--- config.mk ---
export PLATFORM = sky130hd
export DESIGN_NAME = pci_target_responder
export DESIGN_NICKNAME = d
export VERILOG_FILES = /design/src/rtl/pci_target_responder.sv
export SDC_FILE = /design/constraint.sdc
export NUM_CORES = 1
export LEC_CHECK = 0
export BUFFER_PORTS_ARGS = -buffer_cell sky130_fd_sc_hd__buf_4
export CORE_UTILIZATION = 49
export DETAILED_ROUTE_END_ITERATION = 12
export PLACE_DENSITY = 0.64
export SYNTH_ARGS = -nofsm -noshare
export SYNTH_HDL_FRONTEND = slang
export SYNTH_SLANG_ARGS = --single-unit
--- constraint.sdc ---
create_clock -name clk -period 16.5 [get_ports clk]
set_input_delay 0.825 -clock clk [delete_from_list [all_inputs] [get_ports clk]]
set_output_delay 0.825 -clock clk [all_outputs]
set_load 0.05 [all_outputs]
--- src/rtl/pci_target_responder.sv ---
// pci_target_responder
//   PCI memory target for the lab bus. It decodes master address phases, claims
//   hits in a 2**ADDR_BITS-word window with fast DEVSEL_, inserts WAIT_STATES
//   TRDY_ wait cycles before the first data phase, and then serves single or burst
//   reads and writes to a small internal register file. Bursts advance the word
//   index by one per transfer and wrap inside the window.
//
// Ports
//   clk      in   bus clock, everything sampled on posedge
//   reset    in   asynchronous active-high reset
//   FRAME_   in   master frame (active low)
//   IRDY_    in   master ready (active low)
//   C_BE_    in   [3:0] command in the address phase, byte enables (active low) after
//   ad_in    in   [31:0] AD bus as sampled
//   ad_out   out  [31:0] read data for AD
//   ad_oe    out  1 = drive ad_out onto AD
//   DEVSEL_  out  device select (active low)
//   TRDY_    out  target ready (active low)
module pci_target_responder #(
  parameter logic [31:0] BASE_ADDR   = 32'h0000_1000,
  parameter int          ADDR_BITS   = 4,
  parameter int          WAIT_STATES = 2
) (
  input  logic        clk,
  input  logic        reset,
  input  logic        FRAME_,
  input  logic        IRDY_,
  input  logic [3:0]  C_BE_,
  input  logic [31:0] ad_in,
  output logic [31:0] ad_out,
  output logic        ad_oe,
  output logic        DEVSEL_,
  output logic        TRDY_
);

  localparam int          NUM_WORDS  = 1 << ADDR_BITS;
  localparam logic [3:0]  CMD_MEM_RD = 4'b0110;
  localparam logic [3:0]  CMD_MEM_WR = 4'b0111;
  // WAIT is left when the counter reaches zero, so it is preloaded with N-1.
  localparam logic [1:0]  WAIT_LOAD  = (WAIT_STATES == 0) ? 2'd0 : 2'(WAIT_STATES - 1);

  typedef enum logic [2:0] {
    ST_IDLE,
    ST_WAIT,
    ST_DATA,
    ST_TURN,
    ST_IGNORE
  } state_t;

  state_t                 state_reg, state_next;
  logic                   frame_prev_reg;
  logic [ADDR_BITS-1:0]   idx_reg, idx_next;
  logic                   write_reg, write_next;
  logic [1:0]             wait_cnt_reg, wait_cnt_next;
  logic [31:0]            ad_out_reg, ad_out_next;
  logic [31:0]            mem_word [NUM_WORDS];

  logic                   addr_phase;
  logic                   addr_hit;
  logic [ADDR_BITS-1:0]   addr_idx;
  logic [ADDR_BITS-1:0]   idx_inc;
  logic                   transfer;

  // frame_prev_reg resets low so a FRAME_ still held low after reset is never
  // mistaken for a new address phase: only a fresh falling edge starts a cycle.
  assign addr_phase = !FRAME_ && frame_prev_reg;
  assign addr_idx   = ad_in[ADDR_BITS+1:2];
  assign addr_hit   = ((C_BE_ == CMD_MEM_RD) || (C_BE_ == CMD_MEM_WR)) &&
                      (ad_in[31:ADDR_BITS+2] == BASE_ADDR[31:ADDR_BITS+2]);
  assign idx_inc    = idx_reg + ADDR_BITS'(1);
  // TRDY_ is low for the whole DATA state, so IRDY_ alone qualifies a transfer.
  assign transfer   = (state_reg == ST_DATA) && !IRDY_;

  // Register file: one word per generate slice, byte-lane writes.
  genvar gi;
  generate
    for (gi = 0; gi < NUM_WORDS; gi++) begin : g_word
      logic [31:0] word_reg;

      always_ff @(posedge clk or posedge reset) begin
        if (reset) begin
          word_reg <= '0;
        end else if (transfer && write_reg && (idx_reg == ADDR_BITS'(gi))) begin
          for (int b = 0; b < 4; b++) begin
            if (!C_BE_[b]) begin
              word_reg[8*b +: 8] <= ad_in[8*b +: 8];
            end
          end
        end
      end

      assign mem_word[gi] = word_reg;
    end
  endgenerate

  always_ff @(posedge clk or posedge reset) begin
    if (reset) begin
      state_reg      <= ST_IDLE;
      frame_prev_reg <= 1'b0;
      idx_reg        <= '0;
      write_reg      <= 1'b0;
      wait_cnt_reg   <= 2'd0;
      ad_out_reg     <= '0;
    end else begin
      state_reg      <= state_next;
      frame_prev_reg <= FRAME_;
      idx_reg        <= idx_next;
      write_reg      <= write_next;
      wait_cnt_reg   <= wait_cnt_next;
      ad_out_reg     <= ad_out_next;
    end
  end

  always_comb begin
    state_next    = state_reg;
    idx_next      = idx_reg;
    write_next    = write_reg;
    wait_cnt_next = wait_cnt_reg;
    ad_out_next   = ad_out_reg;
    DEVSEL_       = 1'b1;
    TRDY_         = 1'b1;
    ad_oe         = 1'b0;

    case (state_reg)
      ST_IDLE: begin
        if (addr_phase) begin
          if (addr_hit) begin
            idx_next      = addr_idx;
            write_next    = (C_BE_ == CMD_MEM_WR);
            wait_cnt_next = WAIT_LOAD;
            // Prefetch the first read word so it is ready when TRDY_ first falls.
            if (C_BE_ == CMD_MEM_RD) begin
              ad_out_next = mem_word[addr_idx];
            end
            state_next = (WAIT_STATES == 0) ? ST_DATA : ST_WAIT;
          end else begin
            state_next = ST_IGNORE;
          end
        end
      end

      ST_WAIT: begin
        DEVSEL_ = 1'b0;
        ad_oe   = !write_reg;
        if (wait_cnt_reg == 2'd0) begin
          state_next = ST_DATA;
        end else begin
          wait_cnt_next = wait_cnt_reg - 2'd1;
        end
      end

      ST_DATA: begin
        DEVSEL_ = 1'b0;
        TRDY_   = 1'b0;
        ad_oe   = !write_reg;
        if (transfer) begin
          if (FRAME_) begin
            state_next = ST_TURN;
          end else begin
            idx_next = idx_inc;
            if (!write_reg) begin
              ad_out_next = mem_word[idx_inc];
            end
          end
        end
      end

      ST_TURN: begin
        state_next = ST_IDLE;
      end

      ST_IGNORE: begin
        if (FRAME_ && IRDY_) begin
          state_next = ST_IDLE;
        end
      end

      default: begin
        state_next = ST_IDLE;
      end
    endcase
  end

  assign ad_out = ad_out_reg;

endmodule
==> qor.txt, run 1 <==
status = complete, no violations
CTS tree = done
Post-synth top cells = 555 x dfrtp_1, 508 x mux2_2, 253 x mux4_2, 94 x nor3_1, 79 x clkbuf_1
Core Box Area = 60500 µm²
area leader, netlist = dfrtp_1
Multi-input gate area = 15300 µm²
Clock Sinks = 555
syn avg cell area = 14.8 µm²
Min Hold Slack = 0.360 ns
worst path required time = 17.02 ns
worst hold path class = input port to async pin
layout cells sized above 1 = 0.518
FF+latch area = 13900 µm²
ranking of synthesized cells by area = dfrtp_1 46%, mux2_2 19%, mux4_2 19%
largest net degree at the start of global routing = 162
first drt pass iteration count = 6
Ys Warns = 0
number of enable flip-flop cells after synthesis = 0
number of synthesized register bits = 555
NetSw = 1.64 mW
row cnt = 90
relative slew slack = 0.212
slowest stage delay, CP = 0.92 ns
Final Slew Violations = 0
top-count cell post-synth = dfrtp_1
crit-path leading delay family = buffers and inverters
routed via count = 18.7k
WL/cell = 29.0 µm
Ports = 75
synthesis-to-finish area growth = 10.0%
CTS Buf Count = 60
CP bufs+invs = 2
CTS Buffer Depth = 3
crit path capture = ad_out[14]
DRT antenna net count = 0
ys flop type = dfrtp_1
# setup viols final = 0
CP arrival = 4.71 ns
vias in the first global route = 20.0k
Setup CP Type = flip-flop to flip-flop
Reg2Reg Launch Point = idx_reg[0]
Fmax = 239 MHz
CP endpoint kind = flip-flop
CTS Hold Bufs = 0
CP max FO = 43
Initial Utilization = 0.497
Logic pwr share = 0.336
Synth Instances = 2036
Remaining DRCs = 0
r2r setup slk = 12.31 ns
Die Area = 62400 µm²
post-CTS sizing = 0
CP Depth = 8
htree depth = 2
first-pass GRT wire length = 128 mm
top-area cell type share of the netlist area = 0.462
Final HPWL DP = 49.2 mm
cells along the critical path = inv_1, ha_4, buf_4, mux4_2, and2_1, a2111oi_0, nor3_1, a31o_2
Placer Congestion = 0.806
Cell Pwr Density = 130 nW/µm²
Vias/cell = 6.53
Worst VDD drop = 0.141 mV
worst reg2reg path depth = 8
port bufs = 74
fill count = 4838
initial antenna violation count = 5
CP max stage cell = dfrtp_4
Tcrit/Tclk final = 0.254
RSZ-0062 raised after global routing = false
asr flop ratio synth = 1.00
crit path launch = idx_reg[0]
Yosys cell types = 59
Post-CTS Setup Bufs = 0
max_cap viols = 0
Hold Fails Final Rpt = 0
Worst-Margin Slew = 1.18 ns
synthesized area = 30100 µm²
r2r endpoint = ad_out[14]
Reg power frac = 0.349
total congestion overflow = 0
cell-internal power = 2.65 mW
syn_nets = 2081
die width = 250 µm
Post-Route Setup TNS = 0 ns
final wirelength = 83.2 mm
minimum clock period = 4.19 ns
number of flip-flops in the largest register = 512
final setup margin = 12.31 ns
DR iter-0 viols = 1445
Clk pwr share = 0.315
startpoint types = flip-flop
Final #Nets = 2084
DP Worst Slack = 12.33 ns
post-synthesis sequential area ratio = 0.462
chip height = 250 µm
switching fraction of total power = 0.382
Worst-Skew Late Latency = 0.62 ns
Clk pin slew, worst setup/hold paths = 0.06 ns
Worst Skew = 0.0121 ns
clock root cell = clkbuf_16
gr usage total = 0.273
Pleak = 14.9 nW
-- per-layer routing --
layer | vias to the layer above | GRT usage | routed length [µm]
li1 | 7859 | - | -
met1 | 10075 | 0.365 | 34600
met2 | 634 | 0.445 | 40600
met3 | 153 | 0.0605 | 5470
met4 | 6 | 0.0864 | 2410
met5 | - | 0 | 33
-- layout by cell type, fill, tap and decap left out, drive strengths merged, types with 9 or more instances in the layout --
master	netlist	layout
a211oi	30	30
a21oi	9	9
buf	81	100
clkbuf	79	91
clkinv	0	12
dfrtp	555	555
inv	35	35
mux2	513	513
mux2i	37	37
mux4	255	255
nand2	80	80
nand3	35	35
nand4	31	31
nor2	78	78
nor3	94	94
o21ai	29	29
o32ai	31	31
-- metrics by stage --
step,std cells,total power [mW],area [µm²],utilization
floorplan,2036,2.52,30100,-
global placement,2759,2.96,31100,0.515
detailed placement,2759,2.97,31100,0.515
CTS,2867,4.32,33100,0.547
global route,2868,4.44,33100,0.547
finish,2868,4.29,33100,0.547
-- kinds of logic after synthesis --
family                   count (synthesis)  share of synthesized area
AO/OA/AOI/OAI                          123                     0.0372
flip-flops                             555                      0.462
multiplexers                           805                      0.396
XOR/XNOR                                 4                    0.00116
adder cells (fa/ha/maj)                  5                    0.00208
AND/OR/NAND/NOR                        349                     0.0712
buffers and inverters                  195                     0.0311
-- worst min-delay path by stage --
stage | from | to | slack, ns | depth (start not counted)
3_3_place_gp | wait_cnt_reg[1] | wait_cnt_reg[1] | 0.46 | 1
6_report | reset | g_word[6].word_reg[27] | 0.36 | 2
4_1_cts | FRAME_ | frame_prev_reg | 0.34 | 1
5_1_grt | FRAME_ | frame_prev_reg | 0.35 | 1
3_5_place_dp | wait_cnt_reg[1] | wait_cnt_reg[1] | 0.48 | 1
2_1_floorplan | wait_cnt_reg[1] | wait_cnt_reg[1] | 0.45 | 1
-- power by group through the flow --
stage / Clock (mW) / Combinational [mW] / Sequential [mW]
6_report: 1.35 / 1.44 / 1.50
2_1_floorplan: 0 / 0.924 / 1.59
3_3_place_gp: 0 / 1.43 / 1.52
3_5_place_dp: 0 / 1.44 / 1.52
5_1_grt: 1.43 / 1.51 / 1.51
4_1_cts: 1.38 / 1.45 / 1.50
-- layout make-up --
class / instances / area share
diodes: 1 / 0.0000756
well taps: 782 / 0.0296
clock buffers: 90 / 0.0534
clock inverters: 18 / 0.00590
repair buffers: 101 / 0.0236
inverters: 35 / 0.00420
multi-input cells: 1286 / 0.463
flip-flops and latches: 555 / 0.420
Note: power is estimated with default switching activity, not from simulation.
==> run 2: changes to the inputs <==
- clock period: 16.5 -> 3.4 ns (I/O delays scaled with it)
==> qor.txt, run 2 (synthesis results as in run 1) <==
htree depth = 2
Post-CTS Setup Bufs = 0
Tcrit/Tclk final = 0.891
routed via count = 19.2k
clock root cell = clkbuf_16
CTS tree = done
final setup margin = 0.371 ns
WHS Path Cells = 2
Clk pin slew, worst setup/hold paths = 0.06 ns
total congestion overflow = 0
worst reg2reg path depth = 8
Clock Sinks = 555
DR iter-0 viols = 1281
WL/cell = 28.0 µm
DRT antenna net count = 0
CP arrival = 3.54 ns
Worst VDD drop = 0.485 mV
gr usage total = 0.272
DP Worst Slack = 0.280 ns
max_cap viols = 0
Placed Cells = 2814
first drt pass iteration count = 5
commonest non-fill, non-tap cell in the layout = dfrtp_1
Worst-Margin Slew = 0.820 ns
commonest cells after routing, fill and taps aside = 554 x dfrtp_1, 508 x mux2_2, 253 x mux4_2
chip height = 250 µm
crit path launch = state_reg[1]
Final HPWL DP = 52.6 mm
status = complete, no violations
Placer Congestion = 0.873
vias in the first global route = 20.5k
HP Start = C_BE_[0]
first-pass GRT wire length = 128 mm
Pleak = 15.4 nW
CTS Buffer Depth = 3
layout cells sized above 1 = 0.526
number of flip-flops in the largest register = 512
startpoint types = flip-flop
CP endpoint kind = flip-flop
Finished Layout Cells = 2951
CTS Buf Count = 60
Worst-Skew Late Latency = 0.63 ns
RSZ-0062 raised after global routing = false
worst hold path class = input port to flip-flop
row cnt = 90
Hold Fails Final Rpt = 0
Core Box Area = 60500 µm²
Cell Pwr Density = 625 nW/µm²
final wirelength = 82.6 mm
fill count = 4775
Vias/cell = 6.49
# setup viols final = 0
largest net degree at the start of global routing = 119
Setup CP Type = flip-flop to flip-flop
synthesis-to-finish area growth = 13.2%
CP max FO = 24
Initial Utilization = 0.497
port bufs = 74
Worst Skew = 0.0136 ns
Reg2Reg Launch Point = state_reg[1]
Die Area = 62400 µm²
Final Slew Violations = 0
relative slew slack = 0.452
minimum clock period = 3.03 ns
Ports = 75
die width = 250 µm
Fmax = 330 MHz
Min Hold Slack = 0.0873 ns
Remaining DRCs = 0
worst path required time = 3.91 ns
initial antenna violation count = 3
ant diodes = 0
Final #Nets = 2170
-- run 2: layout make-up --
cell class,count,area [µm²],share of cell area
clock buffer,87,1790,0.0527
inverter,35,135,0.00397
clock inverter,19,173,0.00507
tap,782,978,0.0287
multi-input combinational,1286,15300,0.451
sequential,555,13900,0.408
timing repair buffer,187,1730,0.0508
-- run 2: critical path, cell delays in order (launching register included) --
cell,delay [ns]
dfrtp_1,0.54
nor3b_4,0.45
buf_4,0.40
inv_1,0.09
buf_4,0.20
a2111oi_1,0.73
buf_4,0.22
nor3_1,0.05
a31o_2,0.24
-- run 2: layer usage --
| layer | track usage | wire (µm) | vias to the layer above |
|---|---|---|---|
| met3 | 0.0466 | 4970 | 167 |
| met4 | 0.0857 | 2570 | 6 |
| met1 | 0.378 | 35400 | 10363 |
| li1 | - | - | 8016 |
| met2 | 0.437 | 39600 | 599 |
| met5 | 0 | 34 | - |
-- run 2: worst paths after layout --
kind | to | slack, ns
max | ad_out[9] | 0.37
max reg2reg | ad_out[9] | 0.37
min in group asynchronous | ad_out[22] | 0.15
max in group asynchronous | g_word[7].word_reg[6] | 2.15
min | write_reg | 0.09
min reg2reg | wait_cnt_reg[1] | 0.48
-- run 2: through the flow --
| stage | power, mW | setup TNS (ns) | util | cell area, µm² |
|---|---|---|---|---|
| 2_1_floorplan | 12.2 | -2399.70 | - | 30100 |
| 3_3_place_gp | 14.7 | 0 | 0.525 | 31800 |
| 3_5_place_dp | 14.8 | 0 | 0.525 | 31800 |
| 4_1_cts | 21.4 | 0 | 0.563 | 34000 |
| 5_1_grt | 22.0 | 0 | 0.563 | 34000 |
| 6_report | 21.3 | 0 | 0.563 | 34000 |
-- run 2: repair_timing --
action,in CTS,in global routing
endpoints found under the hold margin,483,0
hold buffers,31,0
setup endpoints to repair,0,1
resized for setup,0,1
-- run 2: report_power, final --
part | switching [mW] | leakage (nW) | total [mW] | internal, mW
logic | 5.01 | 6.72 | 7.56 | 2.56
registers | 0.299 | 7.69 | 7.14 | 6.84
clock network | 2.71 | 0.986 | 6.56 | 3.85
==> run 3: changes to the inputs <==
- ABC_AREA: default -> 1
- ABC_CLOCK_PERIOD_IN_PS: default -> 3400
- PLACE_DENSITY: 0.64 -> 0.79
==> qor.txt, run 3 <==
clock root cell = clkbuf_16
crit path capture = g_word[7].word_reg[22]
Final Slew Violations = 0
fin util = 0.544
Hold Fails Final Rpt = 0
ranking of synthesized cells by area = dfrtp_1 43%, nand2_1 22%, nand3_1 15%
ant diodes = 0
Multi-input gate area = 14700 µm²
area leader, netlist = dfrtp_1
cells along the critical path = ha_1, inv_1, nor2_1, nand3_1, o21ai_0
synthesized area = 32000 µm²
Pleak = 17.7 nW
commonest cells after routing, fill and taps aside = 1852 x nand2_1, 947 x nand3_1, 554 x dfrtp_1
Worst Skew = 0.0161 ns
first drt pass iteration count = 7
startpoint types = flip-flop
Synth Instances = 4834
worst path required time = 3.93 ns
largest net degree at the start of global routing = 170
Reg2Reg Launch Point = idx_reg[0]
crit path launch = idx_reg[0]
number of flip-flops in the largest register = 512
Remaining DRCs = 0
worst reg2reg path depth = 5
final wirelength = 105 mm
Yosys cell types = 23
syn avg cell area = 6.62 µm²
Initial Utilization = 0.496
CTS Buf Count = 58
max_cap viols = 0
Vias/cell = 5.76
synthesis-to-finish area growth = 9.61%
Clk pwr share = 0.270
CP endpoint kind = flip-flop
Ys Warns = 0
global routing met3 resource utilization = 0.0625
relative slew slack = 0.150
top-count cell post-synth = nand2_1
post-place instance area = 33100 µm²
number of synthesized register bits = 555
GR Layer Usage met2 = 0.493
CP max FO = 24
Reg power frac = 0.295
top-area cell type share of the netlist area = 0.434
layout cells sized above 1 = 0.0528
Post-Route Setup TNS = 0 ns
Cell Pwr Density = 690 nW/µm²
htree depth = 2
commonest non-fill, non-tap cell in the layout = nand2_1
gr usage total = 0.319
Worst VDD drop = 1.29 mV
grt met1 use = 0.415
slowest stage delay, CP = 0.67 ns
Final HPWL DP = 61.3 mm
cell-internal power = 13.5 mW
Post-CTS Setup Bufs = 0
minimum clock period = 3.05 ns
Clock Sinks = 555
Ports = 75
final non-filler cell area = 35100 µm²
CP max stage cell = nand3_1
Post-synth top cells = 1854 x nand2_1, 947 x nand3_1, 555 x dfrtp_1, 554 x inv_1, 509 x o21ai_0
Final #Nets = 4751
# setup viols final = 0
WL/cell = 18.8 µm
DR iter-0 viols = 4247
Worst-Margin Slew = 1.27 ns
routed via count = 32.3k
row cnt = 93
status = complete, no violations
CTS tree = done
total congestion overflow = 0
Clk pin slew, worst setup/hold paths = 0.07 ns
NetSw = 10.7 mW
initial antenna violation count = 0
Top Usage Layer GRT = met2
Fmax = 328 MHz
Placer Congestion = 0.902
worst hold path class = input port to flip-flop
fill count = 6090
CP arrival = 3.58 ns
Core Box Area = 64500 µm²
CTS Buffer Depth = 3
r2r endpoint = g_word[7].word_reg[22]
Logic pwr share = 0.435
switching fraction of total power = 0.440
Tcrit/Tclk final = 0.897
post-synthesis sequential area ratio = 0.434
Worst-Skew Late Latency = 0.64 ns
chip height = 257 µm
vias in the first global route = 31.1k
ys flop type = dfrtp_1
RSZ-0062 raised after global routing = false
port bufs = 74
FF+latch area = 13900 µm²
first-pass GRT wire length = 169 mm
asr flop ratio synth = 1.00
syn_nets = 4879
number of enable flip-flop cells after synthesis = 0
Die Area = 66300 µm²
r2r setup slk = 0.35 ns
Setup CP Type = flip-flop to flip-flop
DRT antenna net count = 0
die width = 257 µm
-- run 3: changes by cell type in the layout (fill, tap and decap cells not counted), sizes merged, moves of 26 or more --
| cell | before | now |
|---|---|---|
| a211oi | 30 | 0 |
| mux2 | 513 | 0 |
| mux2i | 37 | 0 |
| nand2 | 80 | 1854 |
| nand3 | 35 | 948 |
| o21ai | 29 | 526 |
| inv | 34 | 557 |
| mux4 | 255 | 0 |
| nor2 | 78 | 38 |
| o32ai | 31 | 0 |
| nor3 | 94 | 1 |
| dlygate4sd3 | 31 | 5 |
-- run 3: stage by stage --
| step | cells | setup slack [ns] | hold WS [ns] | power (mW) |
|---|---|---|---|---|
| floorplan | 4834 | -4.32 | 0.201 | 14.0 |
| global placement | 5496 | 0.564 | 0.310 | 17.3 |
| detailed placement | 5496 | 0.509 | 0.316 | 17.4 |
| CTS | 5609 | 0.509 | 0.0398 | 23.9 |
| global route | 5609 | 0.200 | 0.0893 | 25.3 |
| finish | 5609 | 0.349 | 0.0754 | 24.2 |
-- run 3: critical path: cells and delay by family, from the launching register on --
kind                       cells  cell delay, ns
adders and majority gates      1            0.44
AOI/OAI and AO/OA              1            0.37
and+or+nand+nor                2            1.32
buffers and inverters          1            0.14
DFF                            1            0.65
-- run 3: logic make-up after synthesis --
kind of cell / share of synthesized area
simple gates: 0.373
xor+xnor: 0.00102
fa+ha+maj: 0.00196
flops: 0.434
compound gates: 0.0831
buf+inv: 0.106
-- run 3: power groups by stage --
stage	clock network [mW]	registers, mW	logic [mW]
3_5_place_dp	0	7.23	10.1
4_1_cts	6.57	7.12	10.2
5_1_grt	6.85	7.14	11.3
2_1_floorplan	0	7.52	6.46
6_report	6.53	7.13	10.5
3_3_place_gp	0	7.24	10.0
-- run 3: area by class of cell --
class	count	area share
inverters	561	0.0609
well taps	855	0.0305
clock buffers	93	0.0524
multi-input cells	3388	0.420
repair buffers	142	0.0363
clock inverters	15	0.00321
flip-flops and latches	555	0.396
-- run 3: worst min path at each step --
stage / start / to / slack [ns] / depth (start not counted)
global placement: FRAME_ / frame_prev_reg / 0.31 / 1
CTS: ad_in[15] / g_word[1].word_reg[15] / 0.04 / 3
global route: ad_in[14] / g_word[5].word_reg[14] / 0.09 / 3
floorplan: FRAME_ / frame_prev_reg / 0.20 / 0
finish: ad_in[15] / g_word[1].word_reg[15] / 0.08 / 3
detailed placement: FRAME_ / frame_prev_reg / 0.32 / 1
-- run 3: repair_timing --
action	CTS	global route
gates resized for setup	0	0
endpoints found under the hold margin	11	0
hold buffers	5	0
-- run 3: routing by layer --
metal  share of wire  vias to the layer above
met2            0.44                     1981
li1                -                    14972
met1            0.39                    14963
met4           0.057                        0
met3            0.11                      371
met5               0                        -
